===== src/rtl/sip_bitplane_sched.sv =====
// rtl/sip_bitplane_sched.sv - bit-plane pair scheduler and shifted/signed sum accumulator for the XNOR SIP datapath
module sip_bitplane_sched #(
    parameter int BITS_SUM = 8,
    parameter int BITS_ACC = 24,
    parameter int SUM_LAT  = 1
) (
    input  logic                clk,
    input  logic                rst,
    input  logic                i_start,
    input  logic [1:0]          i_act_prec,
    input  logic [1:0]          i_wgt_prec,
    input  logic                i_act_signed,
    input  logic                i_wgt_signed,
    input  logic                i_bin,
    output logic                o_busy,
    output logic                o_plane_req,
    output logic [2:0]          o_act_plane,
    output logic [2:0]          o_wgt_plane,
    output logic                o_sign_i,
    output logic                o_bin,
    input  logic [BITS_SUM-1:0] i_sum,
    output logic [BITS_ACC-1:0] o_result,
    output logic                o_result_valid,
    input  logic                i_result_ready
);

    typedef enum logic [1:0] {
        S_IDLE  = 2'd0,
        S_ISSUE = 2'd1,
        S_DRAIN = 2'd2,
        S_DONE  = 2'd3
    } state_t;

    localparam logic [7:0] DRAIN_LAST = 8'(SUM_LAT - 1);

    state_t r_state;

    // Job configuration latched at start: highest plane index per operand and effective signedness
    logic [2:0] r_act_last;
    logic [2:0] r_wgt_last;
    logic       r_act_signed;
    logic       r_wgt_signed;
    logic [7:0] r_drain_cnt;

    // Per-request side info delayed to line up with the returning adder-tree sum
    logic [SUM_LAT-1:0]      r_pipe_vld;
    logic [SUM_LAT-1:0]      r_pipe_neg;
    logic [SUM_LAT-1:0][3:0] r_pipe_sh;

    logic [BITS_ACC-1:0] r_acc;

    logic                w_start;
    logic [2:0]          w_new_act_last;
    logic [2:0]          w_new_wgt_last;
    logic                w_last_pair;
    logic                w_wgt_wrap;
    logic [2:0]          w_next_act;
    logic [2:0]          w_next_wgt;
    logic [BITS_ACC-1:0] w_sum_ext;
    logic [BITS_ACC-1:0] w_shifted;
    logic [BITS_ACC-1:0] w_contrib;
    logic [BITS_ACC-1:0] w_acc_next;

    // Precision code 0..3 maps to a plane count of 1,2,4,8; return the last plane index
    function automatic logic [2:0] f_last_plane(input logic [1:0] prec);
        case (prec)
            2'd0:    f_last_plane = 3'd0;
            2'd1:    f_last_plane = 3'd1;
            2'd2:    f_last_plane = 3'd3;
            default: f_last_plane = 3'd7;
        endcase
    endfunction

    // Start decode, plane stepping (act outer, weight inner) and the shifted/negated contribution
    always_comb begin
        w_start        = (r_state == S_IDLE) && i_start;
        w_new_act_last = i_bin ? 3'd0 : f_last_plane(i_act_prec);
        w_new_wgt_last = i_bin ? 3'd0 : f_last_plane(i_wgt_prec);
        w_wgt_wrap     = (o_wgt_plane == r_wgt_last);
        w_last_pair    = w_wgt_wrap && (o_act_plane == r_act_last);
        w_next_act     = w_wgt_wrap ? (o_act_plane + 3'd1) : o_act_plane;
        w_next_wgt     = w_wgt_wrap ? 3'd0 : (o_wgt_plane + 3'd1);
        w_sum_ext      = {{(BITS_ACC-BITS_SUM){i_sum[BITS_SUM-1]}}, i_sum};
        w_shifted      = w_sum_ext << r_pipe_sh[SUM_LAT-1];
        w_contrib      = r_pipe_neg[SUM_LAT-1] ? (-w_shifted) : w_shifted;
        w_acc_next     = r_pipe_vld[SUM_LAT-1] ? (r_acc + w_contrib) : r_acc;
    end

    // Job FSM with registered datapath controls and result handshake
    always_ff @(posedge clk) begin
        if (rst) begin
            r_state        <= S_IDLE;
            r_act_last     <= 3'd0;
            r_wgt_last     <= 3'd0;
            r_act_signed   <= 1'b0;
            r_wgt_signed   <= 1'b0;
            r_drain_cnt    <= 8'd0;
            o_busy         <= 1'b0;
            o_plane_req    <= 1'b0;
            o_act_plane    <= 3'd0;
            o_wgt_plane    <= 3'd0;
            o_sign_i       <= 1'b0;
            o_bin          <= 1'b0;
            o_result       <= '0;
            o_result_valid <= 1'b0;
        end else begin
            case (r_state)
                S_IDLE: begin
                    if (i_start) begin
                        r_state      <= S_ISSUE;
                        r_act_last   <= w_new_act_last;
                        r_wgt_last   <= w_new_wgt_last;
                        r_act_signed <= i_act_signed & ~i_bin;
                        r_wgt_signed <= i_wgt_signed & ~i_bin;
                        o_bin        <= i_bin;
                        o_busy       <= 1'b1;
                        o_plane_req  <= 1'b1;
                        o_act_plane  <= 3'd0;
                        o_wgt_plane  <= 3'd0;
                        o_sign_i     <= i_act_signed & ~i_bin & (w_new_act_last == 3'd0);
                    end
                end
                S_ISSUE: begin
                    if (w_last_pair) begin
                        r_state     <= S_DRAIN;
                        r_drain_cnt <= 8'd0;
                        o_plane_req <= 1'b0;
                        o_act_plane <= 3'd0;
                        o_wgt_plane <= 3'd0;
                        o_sign_i    <= 1'b0;
                    end else begin
                        o_act_plane <= w_next_act;
                        o_wgt_plane <= w_next_wgt;
                        o_sign_i    <= r_act_signed & (w_next_act == r_act_last);
                    end
                end
                S_DRAIN: begin
                    if (r_drain_cnt == DRAIN_LAST) begin
                        r_state        <= S_DONE;
                        o_result       <= w_acc_next;
                        o_result_valid <= 1'b1;
                    end else begin
                        r_drain_cnt <= r_drain_cnt + 8'd1;
                    end
                end
                default: begin
                    if (i_result_ready) begin
                        r_state        <= S_IDLE;
                        o_result_valid <= 1'b0;
                        o_busy         <= 1'b0;
                    end
                end
            endcase
        end
    end

    // Delay each request's shift/negate tag by SUM_LAT and fold the matching sum into the accumulator
    always_ff @(posedge clk) begin
        if (rst) begin
            r_pipe_vld <= '0;
            r_pipe_neg <= '0;
            r_pipe_sh  <= '0;
            r_acc      <= '0;
        end else begin
            r_pipe_vld[0] <= o_plane_req;
            r_pipe_sh[0]  <= 4'(o_act_plane) + 4'(o_wgt_plane);
            r_pipe_neg[0] <= r_wgt_signed & (o_wgt_plane == r_wgt_last);
            for (int i = SUM_LAT - 1; i > 0; i--) begin
                r_pipe_vld[i] <= r_pipe_vld[i-1];
                r_pipe_sh[i]  <= r_pipe_sh[i-1];
                r_pipe_neg[i] <= r_pipe_neg[i-1];
            end
            if (w_start) begin
                r_acc <= '0;
            end else begin
                r_acc <= w_acc_next;
            end
        end
    end

endmodule

===== config.mk =====
export PLATFORM = sky130hd
export DESIGN_NAME = sip_bitplane_sched
export DESIGN_NICKNAME = d
export VERILOG_FILES = /design/src/rtl/sip_bitplane_sched.sv
export SDC_FILE = /design/constraint.sdc
export NUM_CORES = 1
export LEC_CHECK = 0
export ABC_AREA = 1
export BUFFER_PORTS_ARGS = -buffer_cell sky130_fd_sc_hd__clkbuf_2
export CAP_MARGIN = 20
export CORE_MARGIN = 2
export CORE_UTILIZATION = 55
export CTS_BUF_LIST = sky130_fd_sc_hd__clkbuf_4
export CTS_CLUSTER_DIAMETER = 150
export CTS_CLUSTER_SIZE = 28
export DETAILED_ROUTE_END_ITERATION = 8
export PLACE_DENSITY = 0.78
export SLEW_MARGIN = 20
export SYNTH_ARGS = -nofsm -noshare
export SYNTH_HDL_FRONTEND = slang
export SYNTH_SLANG_ARGS = --single-unit

===== constraint.sdc =====
create_clock -name clk -period 4.82 [get_ports clk]
set_input_delay 0.964 -clock clk [delete_from_list [all_inputs] [get_ports clk]]
set_output_delay 0.964 -clock clk [all_outputs]
set_load 0.1 [all_outputs]

==> summary.md <==
| Metric | Value |
|---|---|
| Fin nets | roughly 950 |
| VDD IR max | roughly 0.68 mV |
| Hpwl dp | between 10,000 and 15,000 µm |
| Post-route ant nets | 0 |
| Drt pass-1 iters | 5 |
| Leakage | 2.99 nW |
| Share of cells above drive strength 1 | 12.3% |
| Min-Delay Path Class | reg2reg |
| Global route overflow | 0 |
| Io pins | 54 |
| Vias in the first global route | 5,207 |
| Pins Over Slew Limit | 0 |
| Power Total | 0.00364 W |
| Main flop type after synthesis | dfxtp_1 |
| Initial Util | 56.7% |
| Clock tree sinks | 83 |
| Via-to-Cell Ratio | roughly 5.4 |
| Reg2reg setup slack | 0.87 ns |
| Final wirelength | 13,800 µm |
| Die area | approximately 0.011 mm² |
| Post-synth ARST share | 0% |
| Clock Path Buffers | 2 |
| Antenna cells | 0 |
| Achievable frequency | roughly 0.25 GHz |
| CTS root buffer | clkbuf_4 |
| Clk_lat worst skew | 0.43 ns |
| Endpoints failing hold | 0 |
| WP data arrival | around 4.3 ns |
| Clock period minus worst slack | between 3 and 4 ns |
| Crit path launch type | flip-flop |
| Cts hold-fix bufs | 0 |
| Seq/Total Area, Yosys | about 28% |
| First-pass GRT wire length | 23,700 µm |
| Wire per inst | approximately 13 µm |
| Syn avg cell area | slightly below 7 µm² |
| CP max FO | 13 |
| Yosys reg bits | 83 |
| Placed Cells | between 1,000 and 1,500 |
| Max-cap check violation count | 0 |
| Largest net degree at the start of global routing | 46 |
| # resized after CTS | 0 |
| Comb pwr share | 57.5% |
| Htree depth | 3 |
| Synth Cell Area | 0.00585 mm² |
| Synth area leader | dfxtp_1 |
| Tcrit/Tclk final | approximately four fifths |
| Port bufs | 53 |
| Die height | about 110 µm |
| Worst Max-Slew Pin Slew | approximately 0.94 ns |
| Number of synthesized flops with an enable pin | 0 |
| Row count | 37 |
| Total core area | 0.0103 mm² |
| Clk network pwr share | approximately 16% |
| Post-synthesis net count | roughly 910 |
| Switch Pwr | approximately 0.0019 W |
| Residual DRC count | 0 |
| Top cells by area, synth | dfxtp_1, nand2_1, ha_1 |
| Synth-to-Final Area Change | 9.68% |
| Global placer's final weighted congestion | 0.982 |
| Worst Skew | ~0.020 ns |
| CP required | 5.16 ns |
| Initial antenna violation count | 0 |
| Post-route insts no fill | 1,035 |
| CTS Buf Count | 9 |
| Clock Pin Slew Worst Setup and Hold Paths | 0.13 ns |
| Synth top area share | between 20 and 30% |
| Fill count | 965 |
| Gate Count Post-Synth | around 850 |
| Pwr Density | about 570 mW/mm² |
| Slew HR | roughly 37% |
| Switching share of power | between 50% and 60% |
| Post-CTS Setup Bufs | 0 |
| Netlist cell types | 53 |
| Reg power frac | a little over a quarter |
| Status | completed |
| Crit end category | flip-flop |
| Yosys warnings | 0 |
| DR vias | 5,540 |
| Die Width | between 100 and 150 µm |
| Unrepaired setup endpoints after global routing | false |
| Initial DRC count | 366 |
| GRT Total Usage | around a quarter |
| Min Hold Slack | between 0.4 and 0.5 ns |
| Crit Path Class | reg2reg |
| Internal Power | between 0.0015 and 0.002 W |
| # setup viols final | 0 |
| Setup TNS Final | 0 ns |
| TritonCTS clock tree | yes |
layer usage:
| layer | GRT usage, % | share of wire, % | vias to the layer above |
|---|---|---|---|
| met2 | 39.9 | 44 | 129 |
| met5 | 0 | 0 | - |
| li1 | - | - | 2898 |
| met4 | 6.31 | 1.0 | 0 |
| met3 | 4.68 | 5.3 | 15 |
| met1 | 35.5 | 50 | 2498 |
logic make-up after synthesis:
group | count (synthesis) | synth area share [%]
buffers and inverters | 119 | 8.32
AOI/OAI and AO/OA | 152 | 15.5
and+or+nand+nor | 409 | 31.5
xor gates and xnor gates | 45 | 6.73
adders and majority gates | 40 | 8.81
muxes | 4 | 0.684
DFF | 83 | 28.4
flip-flops by register name, summed over array words and instances (netlist names):
register / count
o_result_valid: 1
o_result: 24
o_sign_i: 1
r_state: 2
r_wgt_last: 3
r_drain_cnt: 8
r_pipe_vld: 1
o_bin: 1
r_wgt_signed: 1
o_plane_req: 1
r_acc: 24
r_pipe_sh: 4
r_act_last: 3
r_pipe_neg: 1
o_busy: 1
o_wgt_plane: 3
o_act_plane: 3
r_act_signed: 1
path summary, 6_finish.rpt:
kind	endpoint	start	depth (start not counted)
max	o_result[23]$_SDFFE_PP0P_	r_pipe_sh[2]$_SDFF_PP0_	24
min	r_pipe_vld$_SDFF_PP0_	o_plane_req$_SDFFE_PP0P_	2
max reg2reg	o_result[23]$_SDFFE_PP0P_	r_pipe_sh[2]$_SDFF_PP0_	24
min reg2reg	r_pipe_vld$_SDFF_PP0_	o_plane_req$_SDFFE_PP0P_	2
synth_stat cells, drive strengths merged (13+ instances only):
cell type	instances
clkbuf	13
inv	92
dfxtp	83
nand2	211
xnor2	28
ha	38
xor2	17
o21ai	57
a21oi	46
o211ai	19
nor3	13
nor2	95
nand4	14
nand3	66
power by group through the flow:
| stage | combinational (W) | clock (W) | sequential (W) |
|---|---|---|---|
| after floorplan | 0.00103 | 0 | 0.00166 |
| after global placement | 0.00206 | 0 | 0.000959 |
| after detailed placement | 0.00207 | 0 | 0.000961 |
| after CTS | 0.00209 | 0.000609 | 0.000947 |
| after global routing | 0.00228 | 0.000629 | 0.000967 |
| final | 0.00209 | 0.000596 | 0.000949 |
worst max-delay path, cell delays in order (launching register included):
cell and delay, ns:
dfxtp_1 0.68, inv_2 0.22, nand4_1 0.18, nand2_2 0.09
nor2_4 0.15, nand3_4 0.11, nor2_8 0.16, nand4_1 0.17
nor2_1 0.15, xor2_1 0.15, nand2_1 0.06, o21ai_1 0.10
inv_1 0.06, ha_1 0.37, nand2_1 0.13, nor4_1 0.38
nand4_1 0.14, nand2_1 0.11, inv_1 0.05, nand2_1 0.07
nand3_1 0.07, nand2_1 0.10, nand3_1 0.07, nand2_1 0.07
inv_1 0.04
final cells by class:
cell class	instances	area (µm²)	area share, %
clock buffers	10	75.1	1.17
clock inverters	5	150	2.34
inverters	94	363	5.65
multi-input cells	650	3700	57.7
flip-flops and latches	83	1660	25.9
well taps	136	170	2.65
repair buffers	57	295	4.60
metrics by stage:
step,worst slack [ns],utilization [%],instance area [µm²]
detailed placement,0.488,60.0,6190
global placement,0.503,60.0,6190
floorplan,1.10,-,5850
CTS,0.918,62.2,6420
global route,0.335,62.2,6420
finish,0.868,62.2,6420
cells in the final DEF, fill, tap and decap left out, drive strengths merged, types with 5 or more instances in the layout:
| master | count |
|---|---|
| bufinv | 5 |
| ha | 38 |
| nand3 | 66 |
| nand2 | 211 |
| xor2 | 17 |
| clkbuf | 63 |
| nor3 | 13 |
| o211ai | 19 |
| xnor2 | 28 |
| nor2 | 95 |
| nand4 | 14 |
| dfxtp | 83 |
| inv | 92 |
| o21ai | 57 |
| a21oi | 46 |
Power figures use the tool's default switching activity.
